### src/rtl/main_mem_read_arbiter.sv
// Round-robin arbiter sharing one main-memory read port among NUM_CORES cores.
// One read in flight at a time; the returned word goes to the granted core with a one-cycle pulse.
module main_mem_read_arbiter #(
  parameter int NUM_CORES = 4,
  parameter int ADDR_W    = 32,
  parameter int DATA_W    = 32
) (
  input  logic                          Clock,
  input  logic                          Reset,
  input  logic                          iEnable,
  input  logic [NUM_CORES-1:0]          iCoreReadRequest,
  input  logic [NUM_CORES*ADDR_W-1:0]   iCoreReadAddress,
  output logic [NUM_CORES-1:0]          oCoreDataAvailable,
  output logic [DATA_W-1:0]             oCoreReadData,
  output logic                          oMEM_ReadRequest,
  output logic [ADDR_W-1:0]             oMemReadAddress,
  input  logic                          iMemDataAvailable,
  input  logic [DATA_W-1:0]             iMemReadData,
  output logic                          oBusy,
  output logic [$clog2(NUM_CORES)-1:0]  oGrantIndex
);

  localparam int IDX_W = $clog2(NUM_CORES);

  typedef enum logic [1:0] {
    ST_IDLE    = 2'd0,
    ST_REQ     = 2'd1,
    ST_RELEASE = 2'd2
  } state_t;

  state_t                 r_state;
  logic [IDX_W-1:0]       r_rr_ptr;
  logic [IDX_W-1:0]       r_grant;
  logic [ADDR_W-1:0]      r_addr;
  logic                   r_req;
  logic [DATA_W-1:0]      r_data;
  logic [NUM_CORES-1:0]   r_dav;
  logic                   r_busy;

  state_t                 w_state_nxt;
  logic [IDX_W-1:0]       w_rr_ptr_nxt;
  logic [IDX_W-1:0]       w_grant_nxt;
  logic [ADDR_W-1:0]      w_addr_nxt;
  logic                   w_req_nxt;
  logic [DATA_W-1:0]      w_data_nxt;
  logic [NUM_CORES-1:0]   w_dav_nxt;
  logic                   w_busy_nxt;

  logic [2*NUM_CORES-1:0] w_rot_wide;
  logic [NUM_CORES-1:0]   w_rot;
  logic [IDX_W-1:0]       w_off;
  logic                   w_found;
  logic [IDX_W:0]         w_sum;
  logic [IDX_W-1:0]       w_sel;
  logic [IDX_W-1:0]       w_ptr_after;
  logic [ADDR_W-1:0]      w_core_addr [NUM_CORES];

  genvar g;
  generate
    for (g = 0; g < NUM_CORES; g++) begin : g_addr
      assign w_core_addr[g] = iCoreReadAddress[g*ADDR_W +: ADDR_W];
    end
  endgenerate

  // Rotate requests so bit 0 is the rr_ptr core; the lowest set bit is the winner.
  always_comb begin
    w_rot_wide = {iCoreReadRequest, iCoreReadRequest} >> r_rr_ptr;
    w_rot      = w_rot_wide[NUM_CORES-1:0];
    w_off      = {IDX_W{1'b0}};
    w_found    = 1'b0;
    for (int k = NUM_CORES - 1; k >= 0; k--) begin
      if (w_rot[k]) begin
        w_off   = IDX_W'(k);
        w_found = 1'b1;
      end else begin
        w_off   = w_off;
        w_found = w_found;
      end
    end
    w_sum = {1'b0, r_rr_ptr} + {1'b0, w_off};
    if (w_sum >= (IDX_W+1)'(NUM_CORES)) begin
      w_sum = w_sum - (IDX_W+1)'(NUM_CORES);
    end else begin
      w_sum = w_sum;
    end
    w_sel = w_sum[IDX_W-1:0];
    if (r_grant == IDX_W'(NUM_CORES - 1)) begin
      w_ptr_after = {IDX_W{1'b0}};
    end else begin
      w_ptr_after = r_grant + IDX_W'(1);
    end
  end

  // Next-state and registered-output values.
  always_comb begin
    w_state_nxt  = r_state;
    w_rr_ptr_nxt = r_rr_ptr;
    w_grant_nxt  = r_grant;
    w_addr_nxt   = r_addr;
    w_req_nxt    = r_req;
    w_data_nxt   = r_data;
    w_dav_nxt    = {NUM_CORES{1'b0}};
    case (r_state)
      ST_IDLE: begin
        if (iEnable && w_found) begin
          w_grant_nxt = w_sel;
          w_addr_nxt  = w_core_addr[w_sel];
          w_req_nxt   = 1'b1;
          w_state_nxt = ST_REQ;
        end else begin
          w_req_nxt   = 1'b0;
          w_state_nxt = ST_IDLE;
        end
      end
      ST_REQ: begin
        if (iMemDataAvailable) begin
          w_data_nxt   = iMemReadData;
          w_dav_nxt    = NUM_CORES'(1) << r_grant;
          w_req_nxt    = 1'b0;
          w_rr_ptr_nxt = w_ptr_after;
          w_state_nxt  = ST_RELEASE;
        end else begin
          w_req_nxt    = 1'b1;
          w_state_nxt  = ST_REQ;
        end
      end
      // A valid still high from the finished read must clear before the next grant.
      ST_RELEASE: begin
        if (!iMemDataAvailable) begin
          w_state_nxt = ST_IDLE;
        end else begin
          w_state_nxt = ST_RELEASE;
        end
      end
      default: begin
        w_req_nxt   = 1'b0;
        w_state_nxt = ST_IDLE;
      end
    endcase
    w_busy_nxt = (w_state_nxt != ST_IDLE);
  end

  // State and output registers.
  always_ff @(posedge Clock or posedge Reset) begin
    if (Reset) begin
      r_state  <= ST_IDLE;
      r_rr_ptr <= {IDX_W{1'b0}};
      r_grant  <= {IDX_W{1'b0}};
      r_addr   <= {ADDR_W{1'b0}};
      r_req    <= 1'b0;
      r_data   <= {DATA_W{1'b0}};
      r_dav    <= {NUM_CORES{1'b0}};
      r_busy   <= 1'b0;
    end else begin
      r_state  <= w_state_nxt;
      r_rr_ptr <= w_rr_ptr_nxt;
      r_grant  <= w_grant_nxt;
      r_addr   <= w_addr_nxt;
      r_req    <= w_req_nxt;
      r_data   <= w_data_nxt;
      r_dav    <= w_dav_nxt;
      r_busy   <= w_busy_nxt;
    end
  end

  assign oCoreDataAvailable = r_dav;
  assign oCoreReadData      = r_data;
  assign oMEM_ReadRequest   = r_req;
  assign oMemReadAddress    = r_addr;
  assign oBusy              = r_busy;
  assign oGrantIndex        = r_grant;

endmodule

### config.mk
export PLATFORM = sky130hd
export DESIGN_NAME = main_mem_read_arbiter
export DESIGN_NICKNAME = d
export VERILOG_FILES = /design/src/rtl/main_mem_read_arbiter.sv
export SDC_FILE = /design/constraint.sdc
export NUM_CORES = 1
export LEC_CHECK = 0
export ABC_CLOCK_PERIOD_IN_PS = 6200
export CORE_ASPECT_RATIO = 1.2
export CORE_MARGIN = 3
export CORE_UTILIZATION = 40
export DETAILED_ROUTE_END_ITERATION = 8
export PLACE_DENSITY = 0.79
export SYNTH_ARGS = -nofsm -noshare
export SYNTH_HDL_FRONTEND = slang
export SYNTH_SLANG_ARGS = --single-unit
### constraint.sdc
create_clock -name Clock -period 6.2 [get_ports Clock]
set_input_delay 1.24 -clock Clock [delete_from_list [all_inputs] [get_ports Clock]]
set_output_delay 1.24 -clock Clock [all_outputs]
set_load 0.1 [all_outputs]
# == Word-level counts from Yosys, hierarchy flattened ==
# Cells that the tools add are included.
# classes
addsub,3
n_lt_le_gt_ge,2
eq_ne,3
n_shift,2
muxes,22
bitwise_logic,1
reduce_logical,5
# ops
cell,count
$bmux 32 s2,1
$mux 32,2
$mux 2,8
$mux 4,2
$shr 8x2->4,1
$mux 1,7
$ge 3x3->1 const B,2
$pmux 2 s3,1
$eq 2x2->1 const B,2
$reduce_and 2->1,2
$shl 1x2->4 const A,1
$add 2x2->3,1
$not 2->3,1
$pmux 1 s3,1
$add 2x1->2 const B,1
$eq 2x1->1 const B,1
$logic_not 2->1,1
$reduce_bool 2->1,1
$sub 2x1->2 const B,1
$logic_and 1x1->1,1
# word_totals
ff_bits,76
inputBits,168
out_inout_bits,72
wordCells,46

# == Depth between registers and ports, before layout ==
# depth
word_depth,12
ltp_mapped,12
depth_no_buf,10

# == Least setup slack after synthesis ==
# No wires, ideal clock.
# synth_path
path_kind,in2reg
startpoint,input port iCoreReadRequest[0]
endpoint,"register r_addr[12], in the netlist oMemReadAddress[12]"
setup_ns,0.128
t_arrival_ns,2.971
t_required_ns,6.072
setup_slack_ns,3.101
path_stages,12
n_path_buf,2
path_cell_list,inv_1 > o21ai_0 > a21oi_1 > nor3_1 > a21oi_1 > ha_1 > buf_2 > buf_2 > mux2i_1 > nor3_1 > mux2i_1 > nand3_1
# synth_between
elab_chain_len,12
elab_cells_between_ends,19
classes_between,add/sub (2); order compare (1); shift (1); mux (12); bitwise (1); reduce/logical (2)
# synth_lines
item,line_no,rtl
from (decl),11,"input logic [NUM_CORES-1:0] iCoreReadRequest,"
$shr 8x2->4 *,67,"w_rot_wide = {iCoreReadRequest, iCoreReadRequest} >> r_rr_ptr;"
$mux 2 (3 in series),72,if (w_rot[k]) begin
$mux 2 *,72,
$add 2x2->3 *,80,"w_sum = {1'b0, r_rr_ptr} + {1'b0, w_off};"
$ge 3x3->1 or $sub 2x1->2 (tied branches),"81, 82",
$mux 2 *,81,if (w_sum >= (IDX_W+1)'(NUM_CORES)) begin
named net w_sum[0],53,logic [IDX_W:0] w_sum;
$not 2->3 (not written as such) *,107,w_addr_nxt = w_core_addr[w_sel];
$bmux 32 s2 *,107,
$mux 32 (not written as such) * (2 in series),107,
to (signal assigned),149,r_addr <= {ADDR_W{1'b0}};
to (signal assigned),158,r_addr <= w_addr_nxt;
to (decl),34,logic [ADDR_W-1:0] r_addr;
# Mark *: on every way through the listed nets, which the timed path passes. The rest lies on a longest branch. The select of a mux whose other input is x is not followed.
# A chain may end at the register's enable or synchronous reset.

# == Worst setup path after layout ==
# layout_path
startpoint,input port iCoreReadRequest[0]
endpoint,"register r_addr[31], in the netlist oMemReadAddress[31]"
# layout_between
elab_chain_len,12
elab_cells_between_ends,19
classes_between,add/sub (2); order compare (1); shift (1); mux (12); bitwise (1); reduce/logical (2)
# layout_lines
item,line_no
$shr 8x2->4 *,67
$mux 2 (4 in series),72
$add 2x2->3,80
$ge 3x3->1 or $sub 2x1->2 (tied branches),"81, 82"
$mux 2,81
$not 2->3 (not written as such),107
$bmux 32 s2,107
$mux 32 (not written as such) (2 in series),107
# Mark *: on every way between the ends. The rest lies on a longest branch, timed or not. The select of a mux whose other input is x is not followed.

==> impl_results.md <==
* Post-synthesis simple-gate area fraction at 0.201
* Headroom to the max-slew limit at 0.251
* Slew Limit Fails at 0
* Iteration-0 DRC Markers at a little over 200
* Critical Path AT at around 4400 ps
* Final Routed Wirelength at about 15000 µm
* Remaining DRCs at 0
* Final ANT Viol Nets at 0
* Startpoint Class: input port
* Setup TNS Final at 0 ps
* Synth Area in XOR/XNOR at 0.00664
* Layout cells sized above 1 at 0.0830
* CP Capture Type: flop
* Final Critical Period at 4140 ps
* Worst EP required at roughly 6400 ps
* Buffers on Ports at between 200 and 250
* Ant diodes at 0
* Crit path from: iCoreReadRequest[0]
* Post-DP HPWL at between 10000 and 15000 µm
* Hold Crit Class: reg -> reg
* Final net count at around 920
* Setup Viol. Count Final at 0
* Initial Util at 0.415
* Core area at 0.0123 mm²
* Die area at approximately 0.014 mm²
* GP Congestion at 0.753
* Io pins at 240
* Post-synthesis instance total at between 500 and 600
* Largest net degree at the start of global routing at around 120
* Max clock buf depth at 2
* RSZ-0062 raised after global routing: no
* Kind of critical path: in -> reg
* Status: finished clean
* Crit-path max cell delay at a little under 900 ps
* Total CTS buffers at 9
* Highest-count cells in the layout ignoring fill and taps: clkdlybuf4s50_1, nor3_1, mux2i_1
* Vias per inst at 5.26
* Worst-path clk slew at 60 ps
* Unique masters post-synth at 29
* Vias in the first global route at 4969
* Initial antenna violation count at 0
* Reg2Reg Launch Point: r_rr_ptr[1]
* Hold Violations, Final at 0
* Slowest library cell on the worst path: xor2_4
* Die X at 109 µm
* Post-synthesis mux area share at 0.327
* Pre-CTS WS at between 1500 and 2000 ps
* Root Buffer: clkbuf_16
* Post-layout util at 0.639
* TritonCTS Sinks at between 70 and 80
* Max-Cap Viols at 0
* Synth Area in Compound Gates at 0.0202
* H-tree depth at 3
* Final WS setup at around 2000 ps
* Quantity of hold-fixing buffers added after cts at 0
* Placement row count at 44
* Drt first pass iters at 4
* Mapped Nets at 709
* Area delta synth->final at 54.0%
* FILL cells at between 900 and 1000
* Die height at between 100 and 150 µm
* Register area share after synthesis at 0.374
* Wire per inst at 16.2 µm
* Cell Area, Synth at 0.00509 mm²
* Post-cts sizing count at 0
* Ys Warns at 0
* GRT overflow at 0
* Commonest non-fill, non-tap cell in the layout: clkdlybuf4s50_1
* Worst Hold Launch: oMemReadAddress[27]
* First-pass GRT wire length at about 23000 µm
* Clock latency on the worst-skew pair at 330 ps
* Post-Synth Adder-Cell Area at 0.0123
* Max Clk Rate at about 0.24 GHz
* Max FO, Critical Path at 44
* Average cell area after synthesis at 9.50 µm²
* Total Routing Usage GR at 0.207
* Crit-path cells: clkdlybuf4s50_1, inv_1, o21ai_0, a21oi_1, nor3_1, a21oi_1, ha_4, xor2_4, buf_4, nor3_1, mux2i_1, nand3_1
* Worst Skew at between 7 and 8 ps
* Main combinational cell family by area after synthesis: multiplexers
* TritonCTS clock tree: done
* Slew @ Worst Pin at between 1000 and 1500 ps
* Number of synthesized register bits at 76
* Final Cycle Share at 0.667
* DR vias at roughly 4800
* Post-CTS Setup Inserts at 0
## critical path, delay by kind of cell
kind                       cells  cell delay, ps
adders and majority gates      1             210
xor gates and xnor gates       1             870
buffers and inverters          3            1050
AOI/OAI and AO/OA              3             340
and+or+nand+nor                3             380
muxes                          1             210
## routing by layer
layer | part of all wire | global-route usage | vias up
met4 | 0.016 | 0.0550 | 0
met1 | 0.40 | 0.241 | 2258
met3 | 0.067 | 0.0463 | 17
li1 | - | - | 2347
met5 | 0 | 0 | -
met2 | 0.52 | 0.379 | 157
## sequential cells by signal, indices dropped and copies added (netlist names)
signal              count
oCoreReadData          32
r_rr_ptr                2
r_state                 2
oMEM_ReadRequest        1
oGrantIndex             2
oBusy                   1
oMemReadAddress        32
oCoreDataAvailable      4
## final cells by class
cell class / count / area, µm² / share of cell area
Multi-Input combinational cell: 399 / 2950 / 0.376
Clock inverter: 7 / 83.8 / 0.0107
Sequential cell: 76 / 1900 / 0.243
Tap cell: 161 / 201 / 0.0257
Inverter: 11 / 42.5 / 0.00543
Clock buffer: 9 / 225 / 0.0287
Timing Repair Buffer: 245 / 2440 / 0.311
## cell usage after synthesis
master / n / area (µm²)
a211o_1: 1 / 8.76
a21oi_1: 3 / 15.0
a2bb2oi_1: 1 / 8.76
a32oi_1: 1 / 8.76
buf_1: 3 / 11.3
buf_2: 25 / 125
buf_4: 9 / 67.6
buf_6: 1 / 11.3
clkbuf_1: 12 / 45.0
dfrtp_1: 76 / 1900
ha_1: 5 / 62.6
inv_1: 11 / 41.3
mux2_1: 1 / 11.3
mux2_2: 33 / 372
mux2i_1: 128 / 1280
nand2_1: 35 / 131
nand2b_1: 6 / 37.5
nand3_1: 32 / 160
nor2_1: 10 / 37.5
nor2b_1: 1 / 6.26
nor3_1: 129 / 646
o211ai_1: 1 / 7.51
o21ai_0: 4 / 20.0
o221ai_1: 1 / 8.76
o31ai_1: 1 / 7.51
o32ai_1: 2 / 17.5
or2_2: 1 / 6.26
xnor2_1: 2 / 17.5
xor2_2: 1 / 16.3
## cell families (layout without fill, tap and decap cells)
family          Yosys count  after routing
buf+inv                  61            272
simple gates            214            214
compound gates           15             15
mux                     162            162
flops                    76             76
xor+xnor                  3              3
fa+ha+maj                 5              5
## per-stage QoR
step	cells	hold slack (ps)	instance area [µm²]
finish	908	498	7840
global route	908	513	7840
CTS	908	496	7840
detailed placement	892	481	7530
global placement	892	476	7530
floorplan	536	562	5090
## path summary, 6_finish.rpt
check                                 endpoint  slack [ps]  cells past startpoint
min in group asynchronous     oCoreReadData[9]        1500                      3
max in group asynchronous    oCoreReadData[27]        4020                      3
max                        oMemReadAddress[31]        2060                     12
max reg2reg                oMemReadAddress[31]        2900                     10
min reg2reg                oMemReadAddress[27]         500                      2
min                        oMemReadAddress[27]         500                      2
Power is not shown: default switching activity piles up to over one toggle a cycle in this logic, so the estimate is an artifact.
